**config.mk**
```make
export PLATFORM = sky130hd
export DESIGN_NAME = jtbubl_sndcomm
export DESIGN_NICKNAME = d
export VERILOG_FILES = /design/src/rtl/jtbubl_snd_pkg.sv /design/src/rtl/jtbubl_sndcomm_latch.sv /design/src/rtl/jtbubl_sndcomm.sv
export SDC_FILE = /design/constraint.sdc
export NUM_CORES = 1
export LEC_CHECK = 0
export ABC_AREA = 1
export BUFFER_PORTS_ARGS = -buffer_cell sky130_fd_sc_hd__buf_2
export CAP_MARGIN = 30
export CORE_MARGIN = 2
export CORE_UTILIZATION = 45
export DETAILED_ROUTE_END_ITERATION = 8
export HOLD_SLACK_MARGIN = 0.03
export PLACE_DENSITY_LB_ADDON = 0.15
export SKIP_CTS_REPAIR_TIMING = 1
export SLEW_MARGIN = 30
export SYNTH_ARGS = -nofsm -noshare
export SYNTH_HDL_FRONTEND = slang
export SYNTH_HIERARCHICAL = 1
export SYNTH_SLANG_ARGS = --single-unit
```
**constraint.sdc**
```tcl
create_clock -name clk24 -period 3.3 [get_ports clk24]
set_input_delay 0.33 -clock clk24 [delete_from_list [all_inputs] [get_ports clk24]]
set_output_delay 0.33 -clock clk24 [all_outputs]
set_load 0.01 [all_outputs]
```
**src/rtl/jtbubl_snd_pkg.sv**
```systemverilog
// Shared register map, reset values and access decode type for the sound-latch block.
package jtbubl_snd_pkg;

  localparam logic [1:0] ADDR_CMD     = 2'd0;
  localparam logic [1:0] ADDR_STATUS  = 2'd1;
  localparam logic [1:0] ADDR_NMI_ON  = 2'd1;
  localparam logic [1:0] ADDR_NMI_OFF = 2'd2;
  localparam logic [1:0] ADDR_RST     = 2'd3;

  localparam logic [7:0] RST_LATCH   = 8'h00;
  localparam logic [7:0] RST_DOUT    = 8'hFF;
  localparam logic [7:0] OPEN_BUS    = 8'hFF;
  localparam logic       RST_SND_RST = 1'b1;

  // One decoded bus access, valid only on the first cycle of a strobe.
  typedef struct packed {
    logic       rd;
    logic       wr;
    logic [1:0] addr;
  } acc_t;

  function automatic logic [7:0] status_byte(input logic reply_pend, input logic cmd_pend);
    return {6'b0, reply_pend, cmd_pend};
  endfunction

endpackage

```
**src/rtl/jtbubl_sndcomm_latch.sv**
```systemverilog
// 8-bit mailbox latch with pending flag; a set in the same cycle as a clear wins.
module jtbubl_sndcomm_latch
  import jtbubl_snd_pkg::*;
(
  input  logic       clk24,
  input  logic       rst_n,
  input  logic       set_i,
  input  logic       clr_i,
  input  logic [7:0] din_i,
  output logic [7:0] data_o,
  output logic       pend_o
);

  logic [7:0] data_q, data_d;
  logic       pend_q, pend_d;

  always_comb begin
    data_d = data_q;
    pend_d = pend_q;
    if (clr_i) pend_d = 1'b0;
    if (set_i) begin
      data_d = din_i;
      pend_d = 1'b1;
    end
  end

  always_ff @(posedge clk24 or negedge rst_n) begin
    if (!rst_n) begin
      data_q <= RST_LATCH;
      pend_q <= 1'b0;
    end else begin
      data_q <= data_d;
      pend_q <= pend_d;
    end
  end

  assign data_o = data_q;
  assign pend_o = pend_q;

endmodule

```
**src/rtl/jtbubl_sndcomm.sv**
```systemverilog
// Main/sound CPU mailbox: command latch, optional reply latch (JTBUBL_SNDREPLY_EN),
// NMI enable and sound CPU reset control.
module jtbubl_sndcomm
  import jtbubl_snd_pkg::*;
(
  input  logic       clk24,
  input  logic       rst_n,
  input  logic       main_cs,
  input  logic       main_wr,
  input  logic [1:0] main_addr,
  input  logic [7:0] main_din,
  output logic [7:0] main_dout,
  input  logic       snd_cs,
  input  logic       snd_wr,
  input  logic [1:0] snd_addr,
  input  logic [7:0] snd_din,
  output logic [7:0] snd_dout,
  output logic       snd_nmi_n,
  output logic       snd_rst
);

  logic       main_cs_q, snd_cs_q;
  logic       snd_rst_q, snd_rst_d;
  logic       nmi_en_q, nmi_en_d;
  logic       snd_nmi_n_q, snd_nmi_n_d;
  logic [7:0] main_dout_q, main_dout_d;
  logic [7:0] snd_dout_q, snd_dout_d;
  acc_t       m_acc, s_acc;
  logic [7:0] cmd_data, reply_data;
  logic       cmd_pend, reply_pend;

  // Sound-side accesses are dropped entirely while the sound CPU is held in reset.
  always_comb begin
    m_acc.rd   = main_cs & ~main_cs_q & ~main_wr;
    m_acc.wr   = main_cs & ~main_cs_q & main_wr;
    m_acc.addr = main_addr;
    s_acc.rd   = snd_cs & ~snd_cs_q & ~snd_wr & ~snd_rst_q;
    s_acc.wr   = snd_cs & ~snd_cs_q & snd_wr & ~snd_rst_q;
    s_acc.addr = snd_addr;
  end

  jtbubl_sndcomm_latch u_cmd (
    .clk24  (clk24),
    .rst_n  (rst_n),
    .set_i  (m_acc.wr && m_acc.addr == ADDR_CMD),
    .clr_i  (s_acc.rd && s_acc.addr == ADDR_CMD),
    .din_i  (main_din),
    .data_o (cmd_data),
    .pend_o (cmd_pend)
  );

`ifdef JTBUBL_SNDREPLY_EN
  jtbubl_sndcomm_latch u_reply (
    .clk24  (clk24),
    .rst_n  (rst_n),
    .set_i  (s_acc.wr && s_acc.addr == ADDR_CMD),
    .clr_i  ((m_acc.rd && m_acc.addr == ADDR_CMD) || snd_rst_q),
    .din_i  (snd_din),
    .data_o (reply_data),
    .pend_o (reply_pend)
  );
`else
  logic unused_snd_din;
  assign unused_snd_din = ^snd_din;
  assign reply_data     = RST_LATCH;
  assign reply_pend     = 1'b0;
`endif

  always_comb begin
    snd_rst_d   = snd_rst_q;
    nmi_en_d    = nmi_en_q;
    main_dout_d = main_dout_q;
    snd_dout_d  = snd_dout_q;

    if (m_acc.wr && m_acc.addr == ADDR_RST) snd_rst_d = main_din[0];

    if (snd_rst_q) begin
      nmi_en_d = 1'b0;
    end else if (s_acc.wr) begin
      if (s_acc.addr == ADDR_NMI_ON)  nmi_en_d = 1'b1;
      if (s_acc.addr == ADDR_NMI_OFF) nmi_en_d = 1'b0;
    end

    if (m_acc.rd) begin
      case (m_acc.addr)
        ADDR_CMD:    main_dout_d = reply_data;
        ADDR_STATUS: main_dout_d = status_byte(reply_pend, cmd_pend);
        default:     main_dout_d = OPEN_BUS;
      endcase
    end

    if (s_acc.rd) begin
      case (s_acc.addr)
        ADDR_CMD:    snd_dout_d = cmd_data;
        ADDR_STATUS: snd_dout_d = status_byte(reply_pend, cmd_pend);
        default:     snd_dout_d = OPEN_BUS;
      endcase
    end

    snd_nmi_n_d = ~(cmd_pend & nmi_en_q & ~snd_rst_q);
  end

  // Strobe history resets to "high" so an access straddling reset release is ignored.
  always_ff @(posedge clk24 or negedge rst_n) begin
    if (!rst_n) begin
      main_cs_q   <= 1'b1;
      snd_cs_q    <= 1'b1;
      snd_rst_q   <= RST_SND_RST;
      nmi_en_q    <= 1'b0;
      snd_nmi_n_q <= 1'b1;
      main_dout_q <= RST_DOUT;
      snd_dout_q  <= RST_DOUT;
    end else begin
      main_cs_q   <= main_cs;
      snd_cs_q    <= snd_cs;
      snd_rst_q   <= snd_rst_d;
      nmi_en_q    <= nmi_en_d;
      snd_nmi_n_q <= snd_nmi_n_d;
      main_dout_q <= main_dout_d;
      snd_dout_q  <= snd_dout_d;
    end
  end

  assign main_dout = main_dout_q;
  assign snd_dout  = snd_dout_q;
  assign snd_nmi_n = snd_nmi_n_q;
  assign snd_rst   = snd_rst_q;

endmodule

```
==> flow_summary_export.csv <==
group,metric,value,unit
setup_path,crit_path_end_kind,"flip-flop",
layout,fillers,247,
floorplan,die_area,0.00293,mm^2
clock_tree,clk_latency,0.32,ns
pwr,p_seq_share,51.7,%
floorplan,row_count,18,
setup_path,crit_buf_inv,1,
pwr,p_sw_share,27.8,%
pwr,p_sw,0.000217,W
setup_path,max_stage_delay,0.72,ns
placed_design,port_buffers,35,
floorplan,die_y,54.1,um
layout,synthToLayoutAreaGrowth,19.4,%
pwr,p_comb_share,21.0,%
placed_design,gp_congestion,0.752,
layout,fin_util,55.5,%
logic_synthesis,synth_seq_cells,24,
logic_synthesis,synth_area,0.00113,mm^2
sta,period_minus_slack,1.75,ns
setup_path,crit_type,"flip-flop to flip-flop",
logic_synthesis,yosys.area_share.simple,33.3,%
logic_synthesis,synth_fa_ha_area_share,0,%
logic_synthesis,synth-xor-area-share,0,%
job,maxCapViolCount,0,
run_status,outcome,"complete, no violations",
logic_synthesis,yosysTopAreaCellShare,32.5,%
global_routing,grt_pass1_vias,729,
hold_path,hold_path_class,"input pin to flip-flop",
setup_path,crit_top_cell,"nand2_1",
logic_synthesis,synthesis.nets,161,
pwr,finalPower,0.000782,W
logic_synthesis,yosys.area.top_type,"dfstp_2",
sta,finalWorstSetupSlack,1.55,ns
floorplan,chipWidth,54.1,um
detailed_routing,drt-initial-drc-count,13,
setup_path,crit_slowest_cell,"nor3_1",
detailed_routing,routedWlPerCell,9.47,um
placed_design,dpl_worst_slack,1.51,ns
layout,nNetsFinal,195,
global_routing,grt_pass1_wl,3110,um
clock_tree,clockBufferDepth,2,
pwr,power-per-cell-area,579,mW/mm^2
logic_synthesis,synth_compound_area_share,2.65,%
global_routing,grtUsageTotal,14.9,%
sta,max_slew_margin,38.2,%
sta,finalMaxSlewViolations,0,
logic_synthesis,netlist_top_cells_area,"dfstp_2 33%, nand2_1 24%, dfrtp_1 22%",
logic_synthesis,synth.mux.area_fraction,0,%
detailed_routing,drc,0,
clock_tree,cts_made_buffers,3,
detailed_routing,drt_wl_total,1880,um
floorplan,start_util,46.5,%
logic_synthesis,avgSynthCellArea,8.38,um^2
logic_synthesis,synth_cell_type_count,20,
clock_tree,clk_pin_slew,0.14,ns
pwr,peakVddDrop,322,uV
sta,setup_viol,0,
pwr,clkPwrFrac,27.3,%
clock_tree,clock_sinks,24,
sta,tightestPinTransition,0.920,ns
sta,tns,0,ns
clock_tree,cts_tree,"built",
setup_path,crit_path_start_kind,"flip-flop",
detailed_routing,ant_nets,0,
setup_path,cp_data_required_time,3.53,ns
layout,drive_gt1_share,38.7,%
sta,clock.fmax,570,MHz
sta,finalHoldViolCount,0,
detailed_routing,viasPerCell,4.31,
placed_design,dpl.hpwl,1430,um
floorplan,io_pins,44,
clock_tree,cts-root-buf,"clkbuf_4",
sta,fin_crit_sh,53.2,%
global_routing,grt_overflow,0,
sta,finClkSkew,0.00533,ns
global_routing,grt_antenna_before_repair,0,
sta,rsz0062_at_grt,"false",
layout,n_antenna_cell,0,
pwr,intPower,0.000564,W
setup_path,crit_fanout,9,
clock_tree,h-tree-depth,1,
setup_path,cp_cell_sequence,"nand3b_1, nor3_1, inv_2, nand2_1, nand2_1",
logic_synthesis,yosys_warnings,6,
logic_synthesis,seq_area_frac_synth,54.6,%
pwr,leakage,0.736,nW
logic_synthesis,synthCells,135,
global_routing,grt_max_degree,25,
setup_path,crit_arrival,1.98,ns
setup_path,cpLargestDelayFamily,"simple AND/OR/NAND/NOR gates",
detailed_routing,via_count,853,
detailed_routing,drt-pass1-iter-count,4,
floorplan,core_area,0.00243,mm^2
logic_synthesis,synth_top_family_by_area,"simple AND/OR/NAND/NOR gates",
Yosys cell counts:
cell	number
nor2_8	1
buf_4	6
nand2_4	1
nor3_1	1
inv_1	5
inv_2	6
dfstp_2	14
dfrtp_1	10
nand3_1	3
nor2_2	1
o21ai_0	3
a21o_1	1
buf_6	1
nor2_1	5
nor3b_2	1
nand2_2	1
inv_6	1
nand2_1	71
o21bai_1	1
nand3b_1	2
per-stage QoR:
step / area, um^2 / cells / hold WS [ns]
5_1_grt: 1350 / 198 / 0.0973
3_5_place_dp: 1290 / 193 / 0.341
4_1_cts: 1340 / 197 / -0.0227
3_3_place_gp: 1290 / 193 / 0.329
2_1_floorplan: 1130 / 135 / 0.0344
6_report: 1350 / 198 / 0.115
layer usage:
layer  global-route usage, %  part of all wire, %  vias to the layer above
li1                        -                    -                      470
met1                    19.4                   49                      364
met2                    23.3                   46                       17
met3                    2.50                  4.0                        2
met4                    8.75                 0.80                        0
met5                       0                    0                        -
worst register-to-register path, delay by kind of cell, from the launching register on:
family	cells	cell delay, ns
flops	1	0.40
buf+inv	1	0.21
simple gates	4	1.07
power by group through the flow:
stage	clock [W]	combinational, W	sequential, W
floorplan	0	0.0000980	0.000421
global placement	0	0.000164	0.000407
detailed placement	0	0.000167	0.000410
CTS	0.000220	0.000167	0.000405
global route	0.000227	0.000191	0.000412
finish	0.000213	0.000164	0.000404
path summary, 6_finish.rpt:
kind | from | to | slack, ns | depth (start not counted)
worst min register to register | nmi_en_q$_DFFE_PN0P_ | snd_nmi_n$_DFF_PN1_ | 0.44 | 1
worst max-delay path | main_cs_q$_DFF_PN1_ | u_cmd/data_o[2]$_DFFE_PN0P_ | 1.55 | 5
max in group asynchronous | rst_n | snd_dout[1]$_DFFE_PN1P_ | 2.43 | 2
worst min-delay path | main_cs | main_cs_q$_DFF_PN1_ | 0.11 | 1
worst max register to register | main_cs_q$_DFF_PN1_ | u_cmd/data_o[2]$_DFFE_PN0P_ | 1.55 | 5
min in group asynchronous | rst_n | u_cmd/pend_o$_DFFE_PN0P_ | 0.50 | 2
state kept, by name, summed over array words and instances (netlist names):
name,cells
main_cs_q,1
main_dout,2
nmi_en_q,1
snd_cs_q,1
snd_dout,8
snd_nmi_n,1
snd_rst,1
u_cmd/data_o,8
u_cmd/pend_o,1
cell type report:
class                           count  area [um^2]  area share [%]
Sequential cell                    24          618            45.8
Multi-Input combinational cell     92          407            30.1
Timing Repair Buffer               36          185            13.7
Inverter                           12         50.0            3.71
Tap cell                           30         37.5            2.78
Clock inverter                      1         30.0            2.22
Clock buffer                        3         22.5            1.67
cell usage in the layout, fill, tap and decap left out, drive strengths merged:
master and n:
nor3b 1, nand2 73, nor3 1, dfrtp 10, buf 35, inv 12, nand3b 2, nand3 3
clkbuf 3, dfstp 14, a21o 1, o21ai 3, nor2 7, bufinv 1, dlygate4sd3 1, o21bai 1
kinds of logic (layout without fill, tap and decap cells):
| logic type | count (synthesis) | in the layout |
|---|---|---|
| flip-flops | 24 | 24 |
| buffers and inverters | 19 | 52 |
| AO/OA/AOI/OAI | 5 | 5 |
| AND/OR/NAND/NOR | 87 | 87 |
No activity file was read; power rests on OpenSTA's default activity.
